[config.mk]
export PLATFORM = sky130hd
export DESIGN_NAME = calc_direct_issue_ctl_flat
export DESIGN_NICKNAME = d
export VERILOG_FILES = /design/src/rtl/calc_direct_issue_ctl_if.sv /design/src/rtl/calc_direct_issue_ctl.sv /design/src/flat_wrapper.sv
export SDC_FILE = /design/constraint.sdc
export NUM_CORES = 1
export LEC_CHECK = 0
export ABC_AREA = 0
export CAP_MARGIN = 5
export CORE_ASPECT_RATIO = 1.25
export CORE_MARGIN = 2
export CORE_UTILIZATION = 25
export DETAILED_ROUTE_END_ITERATION = 10
export DONT_BUFFER_PORTS = 1
export HOLD_SLACK_MARGIN = 0.05
export PLACE_DENSITY = 0.47
export SLEW_MARGIN = 25
export SYNTH_ARGS = -nofsm -noshare
export SYNTH_HDL_FRONTEND = slang
export SYNTH_SLANG_ARGS = --single-unit
[constraint.sdc]
create_clock -name clk -period 2.7 [get_ports clk]
set_input_delay 0.27 -clock clk [delete_from_list [all_inputs] [get_ports clk]]
set_output_delay 0.27 -clock clk [all_outputs]
set_load 0.005 [all_outputs]
[src/rtl/calc_direct_issue_ctl_if.sv]
// Issue-controller bundle: upstream handshake, FIFO push/pop strobes, phase strobes and status.
interface calc_direct_issue_ctl_if #(
  parameter int unsigned CNT_W = 6
);
  logic             v0;
  logic             v1;
  logic             v2;
  logic             us_valid;
  logic             us_stall;
  logic             issue;
  logic             fifo_we;
  logic             fifo_re;
  logic [CNT_W-1:0] credits;
  logic [CNT_W-1:0] in_flight;
  logic             busy;
  logic             err;

  // Controller side
  modport master (
    input  us_valid, fifo_re,
    output v0, v1, v2, us_stall, issue, fifo_we, credits, in_flight, busy, err
  );

  // Environment side: upstream source and FIFO arbiter
  modport slave (
    output us_valid, fifo_re,
    input  v0, v1, v2, us_stall, issue, fifo_we, credits, in_flight, busy, err
  );
endinterface

[src/rtl/calc_direct_issue_ctl.sv]
// Phase sequencer and credit-based issue controller for the direct-lighting shade pipelines.
// One ray may enter per three-cycle slot (on v0), only while a result FIFO slot is unreserved.
// LATENCY must be >= 1 and CNT_W must be wide enough to hold FIFO_DEPTH.
module calc_direct_issue_ctl #(
  parameter int unsigned LATENCY    = 105,
  parameter int unsigned FIFO_DEPTH = 35,
  parameter int unsigned CNT_W      = 6
) (
  input logic                     clk,
  input logic                     rst,
  calc_direct_issue_ctl_if.master bus
);

  localparam logic [CNT_W-1:0] Depth  = CNT_W'(FIFO_DEPTH);
  localparam logic [CNT_W-1:0] CntMax = '1;
  localparam logic [CNT_W-1:0] One    = CNT_W'(1);

  typedef enum logic [2:0] {
    StV0 = 3'b001,
    StV1 = 3'b010,
    StV2 = 3'b100
  } phase_e;

  phase_e             phase_q, phase_d;
  logic [CNT_W-1:0]   credits_q, credits_d;
  logic [CNT_W-1:0]   in_flight_q, in_flight_d;
  logic [LATENCY-1:0] dly_q, dly_d;
  logic               err_q, err_d;

  logic issue;
  logic fifo_we;
  logic credit_inc, credit_dec;
  logic flight_inc, flight_dec;

  assign issue   = bus.us_valid & (phase_q == StV0) & (credits_q != '0);
  assign fifo_we = dly_q[LATENCY-1];

  // Simultaneous issue and pop cancel, as do simultaneous issue and write-back.
  assign credit_inc = bus.fifo_re & ~issue;
  assign credit_dec = issue & ~bus.fifo_re;
  assign flight_inc = issue & ~fifo_we;
  assign flight_dec = fifo_we & ~issue;

  // Phase ring state register; free-running, never frozen by stalls
  always_ff @(posedge clk or negedge rst) begin
    if (!rst) begin
      phase_q <= StV0;
    end else begin
      phase_q <= phase_d;
    end
  end

  // Phase ring next state: v0 -> v1 -> v2 -> v0
  always_comb begin
    phase_d = StV0;
    unique case (phase_q)
      StV0:    phase_d = StV1;
      StV1:    phase_d = StV2;
      StV2:    phase_d = StV0;
      default: phase_d = StV0;
    endcase
  end

  // Counter, delay-line and error next state; counters saturate rather than wrap
  always_comb begin
    credits_d   = credits_q;
    in_flight_d = in_flight_q;
    dly_d       = dly_q << 1;
    dly_d[0]    = issue;
    err_d       = err_q;

    if (credit_inc) begin
      if (credits_q < Depth) credits_d = credits_q + One;
    end else if (credit_dec) begin
      if (credits_q != '0) credits_d = credits_q - One;
    end

    if (flight_inc) begin
      if (in_flight_q != CntMax) in_flight_d = in_flight_q + One;
    end else if (flight_dec) begin
      if (in_flight_q != '0) in_flight_d = in_flight_q - One;
    end

    // Pop of an empty FIFO (credit overflow) or a write-back nobody issued
    if (credit_inc && (credits_q >= Depth)) err_d = 1'b1;
    if (fifo_we && (in_flight_q == '0))     err_d = 1'b1;
  end

  // Counter, delay-line and sticky-error registers; reset drops any rays in flight
  always_ff @(posedge clk or negedge rst) begin
    if (!rst) begin
      credits_q   <= Depth;
      in_flight_q <= '0;
      dly_q       <= '0;
      err_q       <= 1'b0;
    end else begin
      credits_q   <= credits_d;
      in_flight_q <= in_flight_d;
      dly_q       <= dly_d;
      err_q       <= err_d;
    end
  end

  assign bus.v0        = (phase_q == StV0);
  assign bus.v1        = (phase_q == StV1);
  assign bus.v2        = (phase_q == StV2);
  assign bus.issue     = issue;
  assign bus.us_stall  = bus.us_valid & ~issue;
  assign bus.fifo_we   = fifo_we;
  assign bus.credits   = credits_q;
  assign bus.in_flight = in_flight_q;
  assign bus.busy      = (in_flight_q != '0);
  assign bus.err       = err_q;

endmodule

[src/flat_wrapper.sv]
// flat-port wrapper written by rule: the top's interface ports become plain ports
module calc_direct_issue_ctl_flat 
#(
  parameter int unsigned LATENCY    = 105,
  parameter int unsigned FIFO_DEPTH = 35,
  parameter int unsigned CNT_W      = 6
)
  (clk, rst, bus_us_valid, bus_fifo_re, bus_v0, bus_v1, bus_v2, bus_us_stall, bus_issue, bus_fifo_we, bus_credits, bus_in_flight, bus_busy, bus_err);
  calc_direct_issue_ctl_if #(.CNT_W(CNT_W)) bus_i ();
  input logic clk;
  input logic rst;
  input wire logic [$bits(bus_i.us_valid)-1:0] bus_us_valid;
  input wire logic [$bits(bus_i.fifo_re)-1:0] bus_fifo_re;
  output wire logic [$bits(bus_i.v0)-1:0] bus_v0;
  output wire logic [$bits(bus_i.v1)-1:0] bus_v1;
  output wire logic [$bits(bus_i.v2)-1:0] bus_v2;
  output wire logic [$bits(bus_i.us_stall)-1:0] bus_us_stall;
  output wire logic [$bits(bus_i.issue)-1:0] bus_issue;
  output wire logic [$bits(bus_i.fifo_we)-1:0] bus_fifo_we;
  output wire logic [$bits(bus_i.credits)-1:0] bus_credits;
  output wire logic [$bits(bus_i.in_flight)-1:0] bus_in_flight;
  output wire logic [$bits(bus_i.busy)-1:0] bus_busy;
  output wire logic [$bits(bus_i.err)-1:0] bus_err;
  assign bus_i.us_valid = bus_us_valid;
  assign bus_i.fifo_re = bus_fifo_re;
  assign bus_v0 = bus_i.v0;
  assign bus_v1 = bus_i.v1;
  assign bus_v2 = bus_i.v2;
  assign bus_us_stall = bus_i.us_stall;
  assign bus_issue = bus_i.issue;
  assign bus_fifo_we = bus_i.fifo_we;
  assign bus_credits = bus_i.credits;
  assign bus_in_flight = bus_i.in_flight;
  assign bus_busy = bus_i.busy;
  assign bus_err = bus_i.err;
  calc_direct_issue_ctl #(.LATENCY(LATENCY), .FIFO_DEPTH(FIFO_DEPTH), .CNT_W(CNT_W)) u_core (.clk(clk), .rst(rst), .bus(bus_i));
endmodule
* After elaboration in Yosys (flattened, before gate mapping)
Cells that the tools add are included.
Storage, ports and cells: output and inout port bits 20, word-level logic and storage cells 50, flip-flop bits (word level) 121
Cells by class: muxes and demuxes 11, order comparisons 2, bitwise gates (word level) 10, equality and inequality tests 6, add/sub/neg operators 4, reductions and logical operators 12
Operators by type and width (number):
- $mux 6 | 8
- $add 6x1->6 const B | 2
- $reduce_bool 6->1 | 2
- $sub 6x1->6 const B | 2
- $reduce_bool 2->1 | 5
- $and 1x1->1 | 7
- $ge 6x6->1 const B | 1
- $logic_not 6->1 | 1
- $lt 6x6->1 const B | 1
- $ne 6x6->1 const B | 1
- $pmux 3 s2 | 1
- $reduce_and 3->1 | 2
- $ne 2x2->1 const B | 2
- $eq 3x1->1 const B | 1
- $eq 3x2->1 const B | 1
- $eq 3x3->1 const B | 1
- $not 1->1 | 3
- $logic_and 1x1->1 | 2
- $mux 1 | 2

* Depth between registers and ports, before layout
Gate-level depths: netlist of the first run.
word-level depth 8, depth in mapped cells 9, depth with buffers taken out 9

* Worst setup path before layout of the first run
Ideal clock, no wire load.
path kind flip-flop to flip-flop, from reg u_core.credits_q[2] (netlist: u_core.bus.credits[2]), to reg u_core.credits_q[5] (netlist: u_core.bus.credits[5]), arrival time 2.412 ns, setup slack 0.213 ns, data required time 2.625 ns, cell stages (with the launch flop) 10, clock period less this slack 2.487 ns, cells stage by stage dfrtp_1 -> or3_4 -> o211ai_4 -> nand2_1 -> ha_1 -> a211oi_1 -> o21bai_1 -> a21o_1 -> mux2_2 -> mux2i_1
On the way: longest elaborated chain between the ends 6
Ends and longest elaborated chain:
- from (decl) | line calc_direct_issue_ctl.sv:25 | logic [CNT_W-1:0] credits_q, credits_d;
- from (signal assigned) | line calc_direct_issue_ctl.sv:92 | credits_q <= Depth;
- from (signal assigned) | line calc_direct_issue_ctl.sv:97 | credits_q <= credits_d;
- parallel branches: the longest is 6 deep, another holds $sub 6x1->6
Parallel ways; which one is timed is not known. The select of a mux whose other input is x is not followed. A chain may end at the register's enable or synchronous reset.

* Final worst setup path of the first run
from reg u_core.phase_q[0], to reg u_core.in_flight_q[5] (netlist: u_core.bus.in_flight[5])
On the way: longest elaborated chain between the ends 7
Ends and longest elaborated chain:
- from (decl) | line calc_direct_issue_ctl.sv:24 | phase_e phase_q, phase_d;
- from (signal assigned) | line calc_direct_issue_ctl.sv:47 | phase_q <= StV0;
- from (signal assigned) | line calc_direct_issue_ctl.sv:49 | phase_q <= phase_d;
- $eq 3x1->1 * | line calc_direct_issue_ctl.sv:35 | assign issue = bus.us_valid & (phase_q == StV0) & (credits_q != '0);
- $and 1x1->1 * (2 in series) | line calc_direct_issue_ctl.sv:35
- $not 1->1 | line calc_direct_issue_ctl.sv:42 | assign flight_dec = fifo_we & ~issue;
- $and 1x1->1 | line calc_direct_issue_ctl.sv:42
- $reduce_bool 2->1 (no source line)
- $reduce_and 3->1 (no source line)
- to (signal assigned) | line calc_direct_issue_ctl.sv:98 | in_flight_q <= in_flight_d;
- to (decl) | line calc_direct_issue_ctl.sv:26 | logic [CNT_W-1:0] in_flight_q, in_flight_d;
Mark *: on every way between the ends. The rest lies on a longest branch, timed or not.

==> impl_metrics.py, run 1 <==
metrics = {
    "setup_path": {
        "endpoint_kind": "register",
        "worstSetupPathType": "register to register",
        "slowest_stage": "dfstp_2",
        "cp_num_buf_inv": 0,
        "critical-path-max-stage-delay_ps": 560,
        "start_kind": "register",
        "r2r_slack_ps": 180,
        "cp.required_ps": 3020,
        "cp_cell_sequence": "nor3b_4 > o211ai_4 > or2_4 > ha_1 > o21ai_0 > o21bai_1 > a21oi_1 > mux2i_1 > xnor2_1",
        "arrival_ps": 2840,
        "cp_max_fo": 6,
        "cp_top_family": "compound AO/OA/AOI/OAI gates",
    },
    "global_route": {
        "top_usage_layer": "met2",
        "grt_first_pass_wirelength_um": 9370,
        "grtUsageMet1_pct": 10.2,
        "first_global_vias": 1799,
        "grt.met3_usage_pct": 3.50,
        "grt_max_degree": 122,
        "use_met2_pct": 10.9,
        "grt_usage_pct": 7.94,
        "gr-total-overflow": 0,
        "antenna_found_initial": 0,
    },
    "synth": {
        "ys_seq_elements": 121,
        "synth-xor-area-share_pct": 2.12,
        "yosysWarnings": 0,
        "synth.distinct_cells": 33,
        "synth-simple-area-share_pct": 4.22,
        "ys_async_sr_fraction_pct": 100,
        "synthMuxAreaShare_pct": 3.54,
        "synthAdderAreaFrac_pct": 3.78,
        "yosysSeqAreaShare_pct": 81.8,
        "synth_compound_area_share_pct": 4.18,
        "synth_ff_type": "dfrtp_1",
        "synth-edff-count": 0,
        "synth_top_family_by_area": "simple AND/OR/NAND/NOR gates",
        "avgSynthCellArea_um2": 18.8,
        "synth_fp_nets": 211,
        "synth_area_mm2": 0.00371,
        "synth_cells": 197,
    },
    "timing": {
        "hold_violations": 121,
        "max_slew_margin_pct": 76.0,
        "worst-slew-pin-transition_ps": 357,
        "period_needed_ps": 2520,
        "setup_viol": 0,
        "fin_crit_sh_pct": 93.3,
        "fin_tns_setup_ps": 0,
        "finalClockSkew_ps": 5.46,
        "hold_slack_ps": -436,
        "slew_violations": 0,
        "timing.fmax_ghz": 0.397,
        "setup_slack_ps": 180,
        "rsz0062_at_grt": "no",
    },
    "worst_hold_path": {
        "min_path_type": "input port to async pin",
    },
    "final_layout": {
        "nNetsFinal": 236,
        "syn_to_final_growth_pct": 23.6,
        "diodes": 0,
        "drive_above_1_share_pct": 27.2,
    },
    "clock_tree": {
        "clock_sink_count": 121,
        "clk_path_buf_depth": 2,
        "clock-root-buffer": "clkbuf_16",
        "cts_setup_buffers": 0,
        "cts_max_level": 4,
        "clock_latency_ps": 400,
        "cts_buffers": 17,
        "cts_tree": "done",
        "path_clk_slew_ps": 60,
    },
    "die": {
        "die_x_um": 113,
        "rows": 49,
        "design.die.area_mm2": 0.0158,
        "die_h_um": 140,
        "initial_core_util_pct": 25.6,
        "core_area_mm2": 0.0145,
        "io_pins": 24,
    },
    "power": {
        "power_mw": 5.05,
        "p_per_area_mw_per_mm2": 1100,
        "peakVddDrop_uv": 537,
        "p_leak_nw": 2.22,
    },
    "placed_design": {
        "io_buffers": 0,
        "dp_hpwl_um": 3060,
        "gp_congestion": 0.714,
        "place_ws_ps": 97.8,
    },
    "status": {
        "violations": "DRC, hold timing",
        "status": "finished, violations left",
    },
    "routing": {
        "drc": 1,
        "avgViaCountPerCell": 3.88,
        "wl_per_cell_um": 13.2,
        "antenna_left": 0,
        "first_iter_violations": 79,
        "totalWireLength_um": 5470,
        "dr.pass1.iters": 6,
        "num_vias": 1601,
    },
    "flow_run": {
        "cap_violations": 0,
    },
}
metal layers:
layer  vias up  wire length [µm]
met5         -                 0
met4         0               109
met3         8               218
met2        25              2520
met1       846              2610
li1        722                 -
path summary, 6_finish.rpt:
path / startpoint / to / cells past startpoint
worst max-delay path: u_core.phase_q[0] / u_core.bus.in_flight[5] / 9
worst min-delay path: rst / u_core.phase_q[2] / 0
worst max register to register: u_core.phase_q[0] / u_core.bus.in_flight[5] / 9
worst min register to register: u_core.dly_q[58] / u_core.dly_q[59] / 0
max in group asynchronous: rst / u_core.bus.credits[0] / 0
min in group clk: bus_fifo_re / u_core.bus.err / 2
state kept, by name, summed over array words and instances (netlist names):
register              flops
u_core.dly_q            105
u_core.bus.credits        6
u_core.bus.err            1
u_core.phase_q            3
u_core.bus.in_flight      6
logic make-up (layout without fill, tap and decap cells):
group,Yosys count,after routing
flip-flops,121,121
AO/OA/AOI/OAI,22,22
AND/OR/NAND/NOR,22,22
multiplexers,11,11
adder cells (fa/ha/maj),10,10
XOR/XNOR,9,9
buffers and inverters,2,40
stage by stage:
step / hold slack (ps) / utilization, % / area, µm² / std cells
floorplan: -25.6 / - / 3710 / 197
global placement: -22.3 / 27.5 / 3970 / 381
detailed placement: -23.2 / 27.5 / 3970 / 381
CTS: -459 / 31.5 / 4550 / 413
global route: -460 / 31.7 / 4590 / 413
finish: -436 / 31.7 / 4590 / 413
synthesized netlist by cell type (3+ instances only):
cell type	instances	area, µm²
nand2_1	3	11.3
o21ai_0	4	20.0
xnor2_1	6	52.6
xor2_1	3	26.3
nor3b_1	4	30.0
a21oi_1	6	30.0
mux2_4	3	45.0
ha_1	8	100
mux2i_1	3	30.0
a21o_1	4	30.0
dfrtp_1	117	2930
dfstp_2	4	105
mux2_2	5	56.3
placed cells by master, fill, tap and decap left out, drive strengths merged, types with 4 or more instances in the layout:
| cell | synthesis | final |
|---|---|---|
| a21o | 5 | 5 |
| a21oi | 6 | 6 |
| buf | 1 | 7 |
| clkbuf | 0 | 20 |
| clkinv | 0 | 5 |
| clkinvlp | 0 | 4 |
| dfrtp | 117 | 117 |
| dfstp | 4 | 4 |
| ha | 8 | 8 |
| mux2 | 8 | 8 |
| nor3b | 5 | 5 |
| o21ai | 4 | 4 |
| xnor2 | 6 | 6 |
area by class of cell:
cell class | instances | area, µm²
fillers | 1412 | 9880
flip-flops and latches | 121 | 3030
multi-input cells | 74 | 693
clock buffers | 20 | 457
well taps | 178 | 223
clock inverters | 12 | 124
repair buffers | 7 | 52.6
inverters | 1 | 3.75
repair_timing:
action / in CTS / in global routing
setup endpoints to repair: 0 / 3
hold endpoints to repair: 121 / 121
gates resized for setup: 0 / 6
where the power goes:
part,total [mW],leakage [nW],switching (mW),internal (mW)
clock,2.16,0.278,0.758,1.40
combinational,0.812,0.326,0.356,0.456
sequential,2.08,1.62,0.132,1.95
total,5.05,2.22,1.25,3.81
Power figures use the tool's default switching activity.
==> run 2, diff against run 1 <==
- CTS_BUF_LIST: not set -> sky130_fd_sc_hd__clkbuf_4 sky130_fd_sc_hd__clkbuf_8
- MAX_ROUTING_LAYER: not set -> met4
==> run 2 against run 1 <==
  * Highest routed layer unchanged
  * Register-to-register slack barely moved
  * Via count increased by 0.37%
  * Combinational power rose by 0.5%
  * Maximum frequency fell by 0.36%
  * Hold slack lost 8.0 ps
  * Largest cell class unchanged
  * Clock skew grew 4.7 ps
  * The flow still finishes with violations (DRC, hold timing)
  * Flip-flop and latch count is the same
  * Critical path depth stayed put
  * Die area did not move
==> impl_metrics.py, run 2 (same netlist as run 1, synthesis figures left out) <==
metrics = {
    "worst_hold_path": {
        "min_path_type": "input port to async pin",
    },
    "placed_design": {
        "io_buffers": 0,
        "place_area_mm2": 0.00397,
        "placedCellCount": 381,
        "place_ws_ps": 97.8,
        "dp_hpwl_um": 3060,
        "gp_congestion": 0.724,
    },
    "timing": {
        "rsz0062_at_grt": "no",
        "setup_slack_ps": 171,
        "worst-slew-pin-transition_ps": 357,
        "fin_tns_setup_ps": 0,
        "setup_viol": 0,
        "period_needed_ps": 2530,
        "slew_violations": 0,
        "fin_crit_sh_pct": 93.7,
        "hold_slack_ps": -444,
        "timing.fmax_ghz": 0.395,
        "hold_violations": 121,
        "finalClockSkew_ps": 10.1,
        "max_slew_margin_pct": 76.0,
    },
    "routing": {
        "drc": 1,
        "first_iter_violations": 82,
        "num_vias": 1607,
        "totalWireLength_um": 5390,
        "antenna_left": 0,
        "wl_per_cell_um": 13.1,
        "dr.pass1.iters": 7,
        "avgViaCountPerCell": 3.89,
    },
    "setup_path": {
        "cp.required_ps": 3030,
        "r2r_slack_ps": 170,
        "cp_num_buf_inv": 0,
        "endpoint_kind": "register",
        "cp_max_fo": 6,
        "cp_top_family": "compound AO/OA/AOI/OAI gates",
        "worstReg2RegEnd": "u_core.bus.in_flight[5]",
        "reg2reg_depth": 9,
        "timing.rr.start": "u_core.phase_q[0]",
        "arrival_ps": 2860,
        "start_kind": "register",
        "critical-path-max-stage-delay_ps": 560,
        "worstSetupPathType": "register to register",
        "slowest_stage": "dfstp_2",
        "cp_cell_sequence": "nor3b_4 > o211ai_4 > or2_4 > ha_1 > o21ai_0 > o21bai_1 > a21oi_1 > mux2i_1 > xnor2_1",
    },
    "clock_tree": {
        "clock_sink_count": 121,
        "clock-root-buffer": "clkbuf_8",
        "cts_buffers": 17,
        "cts_tree": "done",
        "clk_path_buf_depth": 2,
        "path_clk_slew_ps": 70,
        "cts_max_level": 4,
        "clock_latency_ps": 400,
        "cts_setup_buffers": 0,
    },
    "final_layout": {
        "syn_to_final_growth_pct": 18.5,
        "layout.cells.most_common_list": "dfrtp_1, clkbuf_8, ha_1, buf_4, xnor2_1",
        "final_util_pct": 30.4,
        "seqCellArea_mm2": 0.00303,
        "nNetsFinal": 236,
        "largest_reg_flops": 105,
        "diodes": 0,
        "largest-register": "u_core.dly_q",
        "mostFrequentLayoutCell": "dfrtp_1",
        "fillers": 1438,
        "multi_input_area_um2": 693,
        "finish.instance_area_mm2": 0.00440,
        "fin_cells": 413,
        "drive_above_1_share_pct": 27.7,
    },
    "die": {
        "core_area_mm2": 0.0145,
        "io_pins": 24,
        "initial_core_util_pct": 25.6,
        "die_h_um": 140,
        "die_x_um": 113,
        "rows": 49,
        "design.die.area_mm2": 0.0158,
    },
    "power": {
        "p_per_area_mw_per_mm2": 1010,
        "power_mw": 4.44,
        "p_leak_nw": 2.14,
        "peakVddDrop_uv": 456,
    },
    "global_route": {
        "first_global_vias": 1766,
        "gr-total-overflow": 0,
        "antenna_found_initial": 0,
        "grt_usage_pct": 7.93,
        "grt_max_degree": 122,
        "grt_first_pass_wirelength_um": 9360,
    },
    "status": {
        "violations": "DRC, hold timing",
        "status": "finished, violations left",
    },
    "flow_run": {
        "cap_violations": 0,
    },
}
-- run 2: changes by cell type in the layout (fill, tap and decap cells not counted) --
| cell | delta |
|---|---|
| clkbuf_1 | -1 |
| clkbuf_8 | +17 |
| clkbuf_4 | +1 |
| clkbuf_16 | -17 |
-- run 2: repair_timing --
| item | CTS | global route |
|---|---|---|
| hold endpoints to repair | 121 | 121 |
| gates resized for setup | 0 | 6 |
| setup endpoints to repair | 0 | 3 |
-- run 2: cell type report --
class	count	area share, %
Sequential cell	121	69.0
Multi-Input combinational cell	74	15.8
Clock buffer	20	6.12
Tap cell	178	5.06
Clock inverter	12	2.82
Timing Repair Buffer	7	1.19
Inverter	1	0.0853
-- run 2: metal layers --
layer	routed length, µm	global-route usage, %	vias to the layer above
li1	-	-	719
met1	2670	10.3	860
met2	2480	10.8	26
met3	217	3.89	2
met5	0	-	-
met4	24	2.70	0
-- run 2: how the worst max path moves through the flow --
| stage | start | endpoint | slack (ps) | depth (start not counted) |
|---|---|---|---|---|
| 2_1_floorplan | u_core.bus.credits[2] | u_core.bus.credits[5] | 210 | 9 |
| 3_3_place_gp | u_core.phase_q[0] | u_core.bus.in_flight[5] | 100 | 9 |
| 3_5_place_dp | u_core.bus.credits[2] | u_core.bus.credits[5] | 100 | 9 |
| 4_1_cts | u_core.phase_q[0] | u_core.bus.in_flight[5] | 70 | 9 |
| 5_1_grt | u_core.bus.credits[2] | u_core.bus.credits[5] | 7 | 9 |
| 6_report | u_core.phase_q[0] | u_core.bus.in_flight[5] | 170 | 9 |
-- run 2: power breakdown --
part / switching [mW] / internal, mW
clock network: 0.668 / 0.873
registers: 0.131 / 1.95
logic: 0.359 / 0.457
total: 1.16 / 3.28
